<file path="src/rtl/perceptron_trainer.sv">
// Training sequencer for a single perceptron: stores labelled samples and replays them
// for a programmed number of epochs, returning target-minus-result errors.
// Optional feature macro: PERCEPTRON_TRAINER_EARLY_STOP_EN (finish once an epoch has no misses).
module perceptron_trainer #(
    parameter int unsigned ARGD  = 2,
    parameter int unsigned DEPTH = 4
) (
    input  logic                   clk,
    input  logic                   rst,
    input  logic                   smp_stb,
    input  logic [8*ARGD+7:0]      smp_dat,
    output logic                   smp_rdy,
    input  logic                   clr,
    input  logic                   start,
    input  logic [7:0]             epochs,
    output logic                   busy,
    output logic                   done,
    output logic [7:0]             epoch_cnt,
    output logic [7:0]             miss_cnt,
    output logic                   arg_stb,
    output logic [8*ARGD-1:0]      arg_dat,
    input  logic                   arg_rdy,
    input  logic                   res_stb,
    input  logic [7:0]             res_dat,
    output logic                   res_rdy,
    output logic                   err_stb,
    output logic [15:0]            err_dat,
    input  logic                   err_rdy,
    input  logic                   fbk_stb,
    input  logic [16*ARGD-1:0]     fbk_dat,
    output logic                   fbk_rdy
);

    localparam int unsigned AW = 8 * ARGD;
    localparam int unsigned IW = (DEPTH > 1) ? $clog2(DEPTH) : 1;
    localparam int unsigned CW = IW + 1;

    localparam logic [2:0] StIdle = 3'd0;
    localparam logic [2:0] StArg  = 3'd1;
    localparam logic [2:0] StRes  = 3'd2;
    localparam logic [2:0] StErr  = 3'd3;
    localparam logic [2:0] StFbk  = 3'd4;
    localparam logic [2:0] StNext = 3'd5;
    localparam logic [2:0] StDone = 3'd6;

    logic [2:0]     state_q, state_d;
    logic [CW-1:0]  count_q, count_d;
    logic [IW-1:0]  idx_q, idx_d;
    logic [7:0]     epochs_q, epochs_d;
    logic [7:0]     epoch_cnt_q, epoch_cnt_d;
    logic [7:0]     miss_acc_q, miss_acc_d;
    logic [7:0]     miss_cnt_q, miss_cnt_d;
    logic [15:0]    err_q, err_d;
    logic [AW+7:0]  store_q [DEPTH];

    logic           smp_we;
    logic [AW+7:0]  cur;
    logic [7:0]     cur_tgt;
    logic [8:0]     diff;
    logic           last_smp;
    logic           stop_now;
    logic           unused_fbk;

    // Feedback weights are only drained, never inspected.
    assign unused_fbk = ^fbk_dat;

    assign smp_rdy  = (state_q == StIdle) && (count_q < CW'(DEPTH));
    assign smp_we   = smp_stb && smp_rdy && !clr;
    assign cur      = store_q[idx_q];
    assign cur_tgt  = cur[AW+7:AW];
    assign diff     = {1'b0, cur_tgt} - {1'b0, res_dat};
    assign last_smp = ({1'b0, idx_q} == (count_q - CW'(1)));

`ifdef PERCEPTRON_TRAINER_EARLY_STOP_EN
    assign stop_now = ((epoch_cnt_q + 8'd1) == epochs_q) || (miss_acc_q == 8'd0);
`else
    assign stop_now = ((epoch_cnt_q + 8'd1) == epochs_q);
`endif

    assign arg_stb   = (state_q == StArg);
    assign arg_dat   = cur[AW-1:0];
    assign res_rdy   = (state_q == StRes);
    assign err_stb   = (state_q == StErr);
    assign err_dat   = err_q;
    assign fbk_rdy   = (state_q == StFbk);
    assign done      = (state_q == StDone);
    assign busy      = (state_q == StArg) || (state_q == StRes) || (state_q == StErr) ||
                       (state_q == StFbk) || (state_q == StNext);
    assign epoch_cnt = epoch_cnt_q;
    assign miss_cnt  = miss_cnt_q;

    // Next-state logic for the sequencer, store occupancy and statistics.
    always_comb begin
        state_d     = state_q;
        count_d     = count_q;
        idx_d       = idx_q;
        epochs_d    = epochs_q;
        epoch_cnt_d = epoch_cnt_q;
        miss_acc_d  = miss_acc_q;
        miss_cnt_d  = miss_cnt_q;
        err_d       = err_q;
        case (state_q)
            StIdle: begin
                if (clr) begin
                    count_d = '0;
                end else if (smp_we) begin
                    count_d = count_q + CW'(1);
                end
                if (start) begin
                    // clr in the same cycle empties the store first, so training is skipped.
                    if (clr || (count_q == '0) || (epochs == 8'd0)) begin
                        state_d = StDone;
                    end else begin
                        epochs_d    = epochs;
                        idx_d       = '0;
                        epoch_cnt_d = 8'd0;
                        miss_acc_d  = 8'd0;
                        miss_cnt_d  = 8'd0;
                        state_d     = StArg;
                    end
                end
            end
            StArg: begin
                if (arg_rdy) state_d = StRes;
            end
            StRes: begin
                if (res_stb) begin
                    err_d = {{7{diff[8]}}, diff};
                    if ((res_dat != cur_tgt) && (miss_acc_q != 8'hFF)) begin
                        miss_acc_d = miss_acc_q + 8'd1;
                    end
                    state_d = StErr;
                end
            end
            StErr: begin
                if (err_rdy) state_d = StFbk;
            end
            StFbk: begin
                if (fbk_stb) state_d = StNext;
            end
            StNext: begin
                if (!last_smp) begin
                    idx_d   = idx_q + IW'(1);
                    state_d = StArg;
                end else begin
                    epoch_cnt_d = epoch_cnt_q + 8'd1;
                    miss_cnt_d  = miss_acc_q;
                    miss_acc_d  = 8'd0;
                    idx_d       = '0;
                    state_d     = stop_now ? StDone : StArg;
                end
            end
            StDone: begin
                state_d = StIdle;
            end
            default: begin
                state_d = StIdle;
            end
        endcase
    end

    // Control and statistics registers.
    always_ff @(posedge clk or negedge rst) begin
        if (!rst) begin
            state_q     <= StIdle;
            count_q     <= '0;
            idx_q       <= '0;
            epochs_q    <= 8'd0;
            epoch_cnt_q <= 8'd0;
            miss_acc_q  <= 8'd0;
            miss_cnt_q  <= 8'd0;
            err_q       <= 16'd0;
        end else begin
            state_q     <= state_d;
            count_q     <= count_d;
            idx_q       <= idx_d;
            epochs_q    <= epochs_d;
            epoch_cnt_q <= epoch_cnt_d;
            miss_acc_q  <= miss_acc_d;
            miss_cnt_q  <= miss_cnt_d;
            err_q       <= err_d;
        end
    end

    // Sample store; contents are only meaningful below count, so no reset is needed.
    always_ff @(posedge clk) begin
        if (smp_we) begin
            store_q[count_q[IW-1:0]] <= smp_dat;
        end
    end

endmodule

</file>
<file path="config.mk">
export PLATFORM = sky130hd
export DESIGN_NAME = perceptron_trainer
export DESIGN_NICKNAME = d
export VERILOG_FILES = /design/src/rtl/perceptron_trainer.sv
export SDC_FILE = /design/constraint.sdc
export NUM_CORES = 1
export LEC_CHECK = 0
export ABC_AREA = 0
export CORE_UTILIZATION = 55
export DETAILED_ROUTE_END_ITERATION = 10
export HOLD_SLACK_MARGIN = 0.03
export PLACE_DENSITY = 0.85
export SYNTH_ARGS = -nofsm -noshare
export SYNTH_HDL_FRONTEND = slang
export SYNTH_SLANG_ARGS = --single-unit
export TNS_END_PERCENT = 30
</file>
<file path="constraint.sdc">
create_clock -name clk -period 5.3 [get_ports clk]
set_input_delay 1.59 -clock clk [delete_from_list [all_inputs] [get_ports clk]]
set_output_delay 1.59 -clock clk [all_outputs]
set_load 0.01 [all_outputs]
</file>
# Yosys cells after proc, flatten, opt, wreduce, memory -nomap -nowiden
# Memories as Yosys holds them, arrays and structs flattened.
# Index checks and enable logic that the tools add are counted.
[classes] n_addsub=6 magnitude_cmp=1 eq_ne=18 muxes=27 bitwise=1 reduce_logical=24
[op_table] cell="$mux W8" n=7
[op_table] cell="$pmux W8 S2" n=2
[op_table] cell="$mux W3" n=10
[op_table] cell="$pmux W8 S3" n=1
[op_table] cell="$pmux W3 S6" n=1
[op_table] cell="$add A8 B1 Y8 const B" n=2
[op_table] cell="$ne A2 B2 Y1 const B" n=5
[op_table] cell="$eq A3 B3 Y1 const B" n=3
[op_table] cell="$sub A8 B8 Y9" n=1
[op_table] cell="$eq A8 B8 Y1" n=1
[op_table] cell="$logic_not A8 Y1" n=1
[op_table] cell="$ne A8 B8 Y1" n=1
[op_table] cell="$ne A8 B8 Y1 const B" n=1
[op_table] cell="$eq A3 B2 Y1 const B" n=2
[op_table] cell="$logic_not A3 Y1" n=2
[op_table] cell="$logic_or A1 B1 Y1" n=6
[op_table] cell="$mux W2" n=3
[op_table] cell="$ne A2 B1 Y1 const B" n=3
[op_table] cell="$reduce_and A3 Y1" n=2
[op_table] cell="$reduce_and A6 Y1" n=1
[op_table] cell="$reduce_and A5 Y1" n=1
[op_table] cell="$logic_and A1 B1 Y1" n=4
[op_table] cell="$pmux W2 S2" n=1
[op_table] cell="$reduce_and A2 Y1" n=2
[op_table] cell="other kinds (12)" n=14
[word_totals] ff_bits=49 ram_bits=96 input_bits=81 out_inout_bits=55 memories=1
[memory_table] memory="store_q" depth=4 width=24 read_ports=1 rd_ports_with_merged_regs=0 wr=1 line="54" rtl="logic [AW+7:0] store_q [DEPTH];"

# Longest topological paths before layout
[depth] word_depth=6 depth_mapped=11 depth_no_buf=10

# Worst setup path after synthesis
# Ideal clock, no wire load.
[synth_path] kind="input -> register" startpoint="in smp_stb" endpoint="mem store_q[0][0] in the netlist's numbering, enable pin" setup_time_ns=0.383 arrival_time_ns=2.759 required_time_ns=4.917 setup_slack_ns=2.158 stages=3 cell_sequence="nor2b_1 -> nor3b_1 -> and2_1"
[synth_between] elab_chain_len=4
[synth_rtl] item="start: declaration" line="10" rtl="input logic smp_stb,"
[synth_rtl] item="$logic_and A1 B1 Y1 (2 in a row)" line="68" rtl="assign smp_we = smp_stb && smp_rdy && !clr;"
[synth_rtl] item="$mux W1" line="187" rtl="if (smp_we) begin"
[synth_rtl] item="$mux W1 (not written as such)" line="188" rtl="store_q[count_q[IW-1:0]] <= smp_dat;"
[synth_rtl] item="end: declaration" line="54"
# No other way between the ends.

# Final worst setup path
[layout_path] startpoint="reg idx_q[0]" endpoint="out arg_dat[3]"
[layout_between] elab_chain_len=1
[layout_rtl] item="start: declaration" line="48" rtl="logic [IW-1:0] idx_q, idx_d;"
[layout_rtl] item="start signal: assignment" line="176" rtl="idx_q <= idx_d;"
[layout_rtl] item="$mem_v2 Z4 W24"
[layout_rtl] item="end: declaration" line="21" rtl="output logic [8*ARGD-1:0] arg_dat,"
# No other way between the ends.

==> metrics.md <==
| Metric | Value |
|---|---|
| Status | `finished, final reports clean` |
| Commonest cells in the netlist | `96 x edfxtp_1, 49 x dfrtp_1, 38 x nand2_1` |
| TNS Setup | `0 ns` |
| Worst Setup End Kind | `output pin` |
| # H-tree levels | `4` |
| Post-synth cell types | `56` |
| Post-synth top area cell | `edfxtp_1` |
| CP delay by family, top | `flip-flops` |
| Final setup fails | `0` |
| Crit-path slowest cell | `dfrtp_2` |
| Area of all sequential standard cells | `slightly above 4000 um2` |
| Max Cap Viol | `0` |
| Slew headroom | `approximately 28%` |
| Setup bufs post-CTS | `0` |
| Area occupied by multi-input gates | `~2200 um2` |
| Antenna-violating nets left | `0` |
| Dpl cell area | `7616 um2` |
| Synthesis Warnings | `0` |
| Worst Reg-to-Reg Cells | `9` |
| Largest fanout on the critical path | `28` |
| Fill cells | `746` |
| Initial detailed-routing violation count | `approximately 270` |
| Pleak | `~3.1 nW` |
| Critical path required time | `approximately 3.7 ns` |
| CP Launch Type | `register` |
| Syn Area/Cell | `roughly 14 um2` |
| Syn Std Cell Area | `6521 um2` |
| First-pass GRT wire length | `between 20 and 25 mm` |
| Clock sink count | `145` |
| WP buf/inv | `1` |
| Post-Place Cells | `roughly 680` |
| Io pins | `136` |
| CP max stage delay | `~0.94 ns` |
| GRT Total Usage | `a little under a quarter` |
| Routed vias | `between 4k and 5k` |
| Max Fclk | `around 0.24 GHz` |
| Non-Filler Instances | `between 700 and 800` |
| RSZ-0062 raised after global routing | `no` |
| Clock Skew | `0.007514 ns` |
| Share of cells above drive strength 1 | `a little over an eighth` |
| Number of flops mapped to enable cells by yosys | `96` |
| Setup Crit Path Kind | `reg2out` |
| Initial Utilization | `between 50% and 60%` |
| Clk buf depth | `2` |
| Synth Instances | `~460` |
| Avg WL per Cell | `about 19 um` |
| Die width | `between 100 and 150 um` |
| Launch point of the worst path | `idx_q[0]` |
| Row count | `39` |
| Routed Wire Length | `between 10 and 15 mm` |
| Hold Path Depth | `2` |
| Global route overflow | `0` |
| #FFs+latches synth | `around 150` |
| P&R area growth vs syn | `25.25%` |
| Drt first pass iters | `9` |
| CP Cell Sequence | `mux4_1, clkdlybuf4s50_1` |
| CP Depth | `2` |
| Largest net degree at the start of global routing | `50` |
| Seq/Total Area, Yosys | `between 60% and 70%` |
| Slew Limit Fails | `0` |
| CTS hold repair buffers | `0` |
| Hold_sp | `miss_cnt[1]` |
| RD Place Congestion | `around 0.85` |
| DR DRC count | `0` |
| Pwr Density | `492.1 nW/um2` |
| Reg2Reg Launch Point | `idx_q[1]` |
| Final Instance Area | `8168 um2` |
| Vias per std cell | `between 5 and 6` |
| Root Driver | `clkbuf_16` |
| Vias in the first global route | `between 4k and 5k` |
| Worst EP arrival | `around 2.6 ns` |
| Core region area | `approximately 11000 um2` |
| Syn nets | `555` |
| Post-layout minimum cycle time | `about 4.2 ns` |
| Final Cycle Share | `~78%` |
| Die Span Y | `about 110 um` |
| Fin nets | `656` |
| Antenna violations before repair | `0` |
| N_diodes | `0` |
| CTS clk-pin slew, worst paths | `roughly 0.06 ns` |
| VDD IR max | `approximately 0.34 mV` |
| Skew-Pair Late Insertion Delay | `around 0.42 ns` |
| Top cells by area, synth | `edfxtp_1 44%, dfrtp_1 19%, mux4_2 6.6%` |
| I/O Buffers | `just over 100` |
| Detail Placement HPWL | `~9 mm` |
| Top-count cell post-synth | `edfxtp_1` |
| Die Area | `12300 um2` |
| Post-synth top area share | `44.21%` |
| Final Hold Fails | `0` |
| CTS buffer count | `17` |
| Post-cts resize count | `0` |
| Top_reg_cell synth | `edfxtp_1` |
| Path type of the worst min-delay path | `reg2reg` |
| CTS tree | `yes` |
| Ys async rst share | `approximately a third` |
| Worst-margin pin slew | `1.080 ns` |
==> power breakdown <==
part	switching (W)	total (W)	internal, W
clock network	0.000488	0.00110	0.000612
logic	0.000583	0.00131	0.000732
registers	0.000245	0.00160	0.00136
==> through the flow <==
stage / hold WS [ns] / util [%] / setup WS (ns) / total power (W)
global route: 0.5164 / 71.23 / 0.9872 / 0.004229
global placement: 0.4578 / 66.42 / 1.447 / 0.002863
floorplan: 0.4829 / - / 2.158 / 0.002420
finish: 0.4641 / 71.23 / 1.147 / 0.004019
detailed placement: 0.4586 / 66.42 / 1.417 / 0.002919
CTS: 0.4730 / 71.23 / 1.059 / 0.004042
==> tightest hold or removal path, delay by kind of cell, from the launching register on <==
family           cells  cell delay [ns]
AND/OR/NAND/NOR      2             0.09
flip-flops           1             0.34
==> area by class of cell <==
class                      instances  share of cell area [%]
clock buffer                      17                   5.208
multi-input combinational        265                   26.61
clock inverter                    15                   1.547
timing repair buffer             110                   13.20
inverter                          20                  0.9191
sequential                       145                   50.32
tap                              143                   2.191
==> metal layers <==
metal	up-vias	routed length [um]	track usage (%)
met5	-	0	0
li1	1922	-	-
met4	0	262	9.333
met1	2130	5426	28.35
met3	27	919	7.162
met2	166	6864	39.38
==> kinds of logic (layout without fill, tap and decap cells) <==
family,after synthesis,in the layout,share of synthesized area [%]
fa+ha+maj,16,16,3.185
buf+inv,48,162,3.664
mux,37,37,10.78
simple gates,126,126,9.786
xor+xnor,22,22,3.185
compound gates,64,64,6.389
flops,145,145,63.01
==> worst paths after layout <==
| check | end | slack (ns) |
|---|---|---|
| hold / removal | miss_cnt[1] | 0.46 |
| max in group asynchronous | idx_q[0] | 3.18 |
| hold reg to reg | miss_cnt[1] | 0.46 |
| setup / recovery | arg_dat[3] | 1.15 |
| setup reg to reg | miss_acc_q[5] | 1.91 |
| min in group asynchronous | epochs_q[7] | 1.37 |
==> placed cells by master (no fill, tap or decap), types with 3 or more instances in the layout <==
cell             count
a21boi_0             3
a21oi_1              9
and2_1               5
buf_4                7
clkbuf_16           17
clkdlybuf4s50_1    102
clkinvlp_4           4
dfrtp_1             48
edfxtp_1            96
ha_1                15
inv_1               20
inv_6                6
mux2_2              11
mux4_1               5
mux4_2              19
nand2_1             38
nand3_1             17
nand4_1              6
nor2_1              21
nor2b_1              6
nor3_1               7
nor3b_1              8
nor4_1               3
o21a_1               4
o21ai_0             23
o31ai_1              6
o41ai_1              3
or3_1                5
xnor2_1              8
xor2_1              12
==> sequential cells by signal, summed over array words and instances, names as in the netlist <==
| name | flops |
|---|---|
| store_q | 96 |
| idx_q | 2 |
| epochs_q | 8 |
| miss_acc_q | 8 |
| state_q | 3 |
| miss_cnt | 8 |
| err_dat | 9 |
| count_q | 3 |
| epoch_cnt | 8 |
No activity file was read; power rests on OpenSTA's default activity.
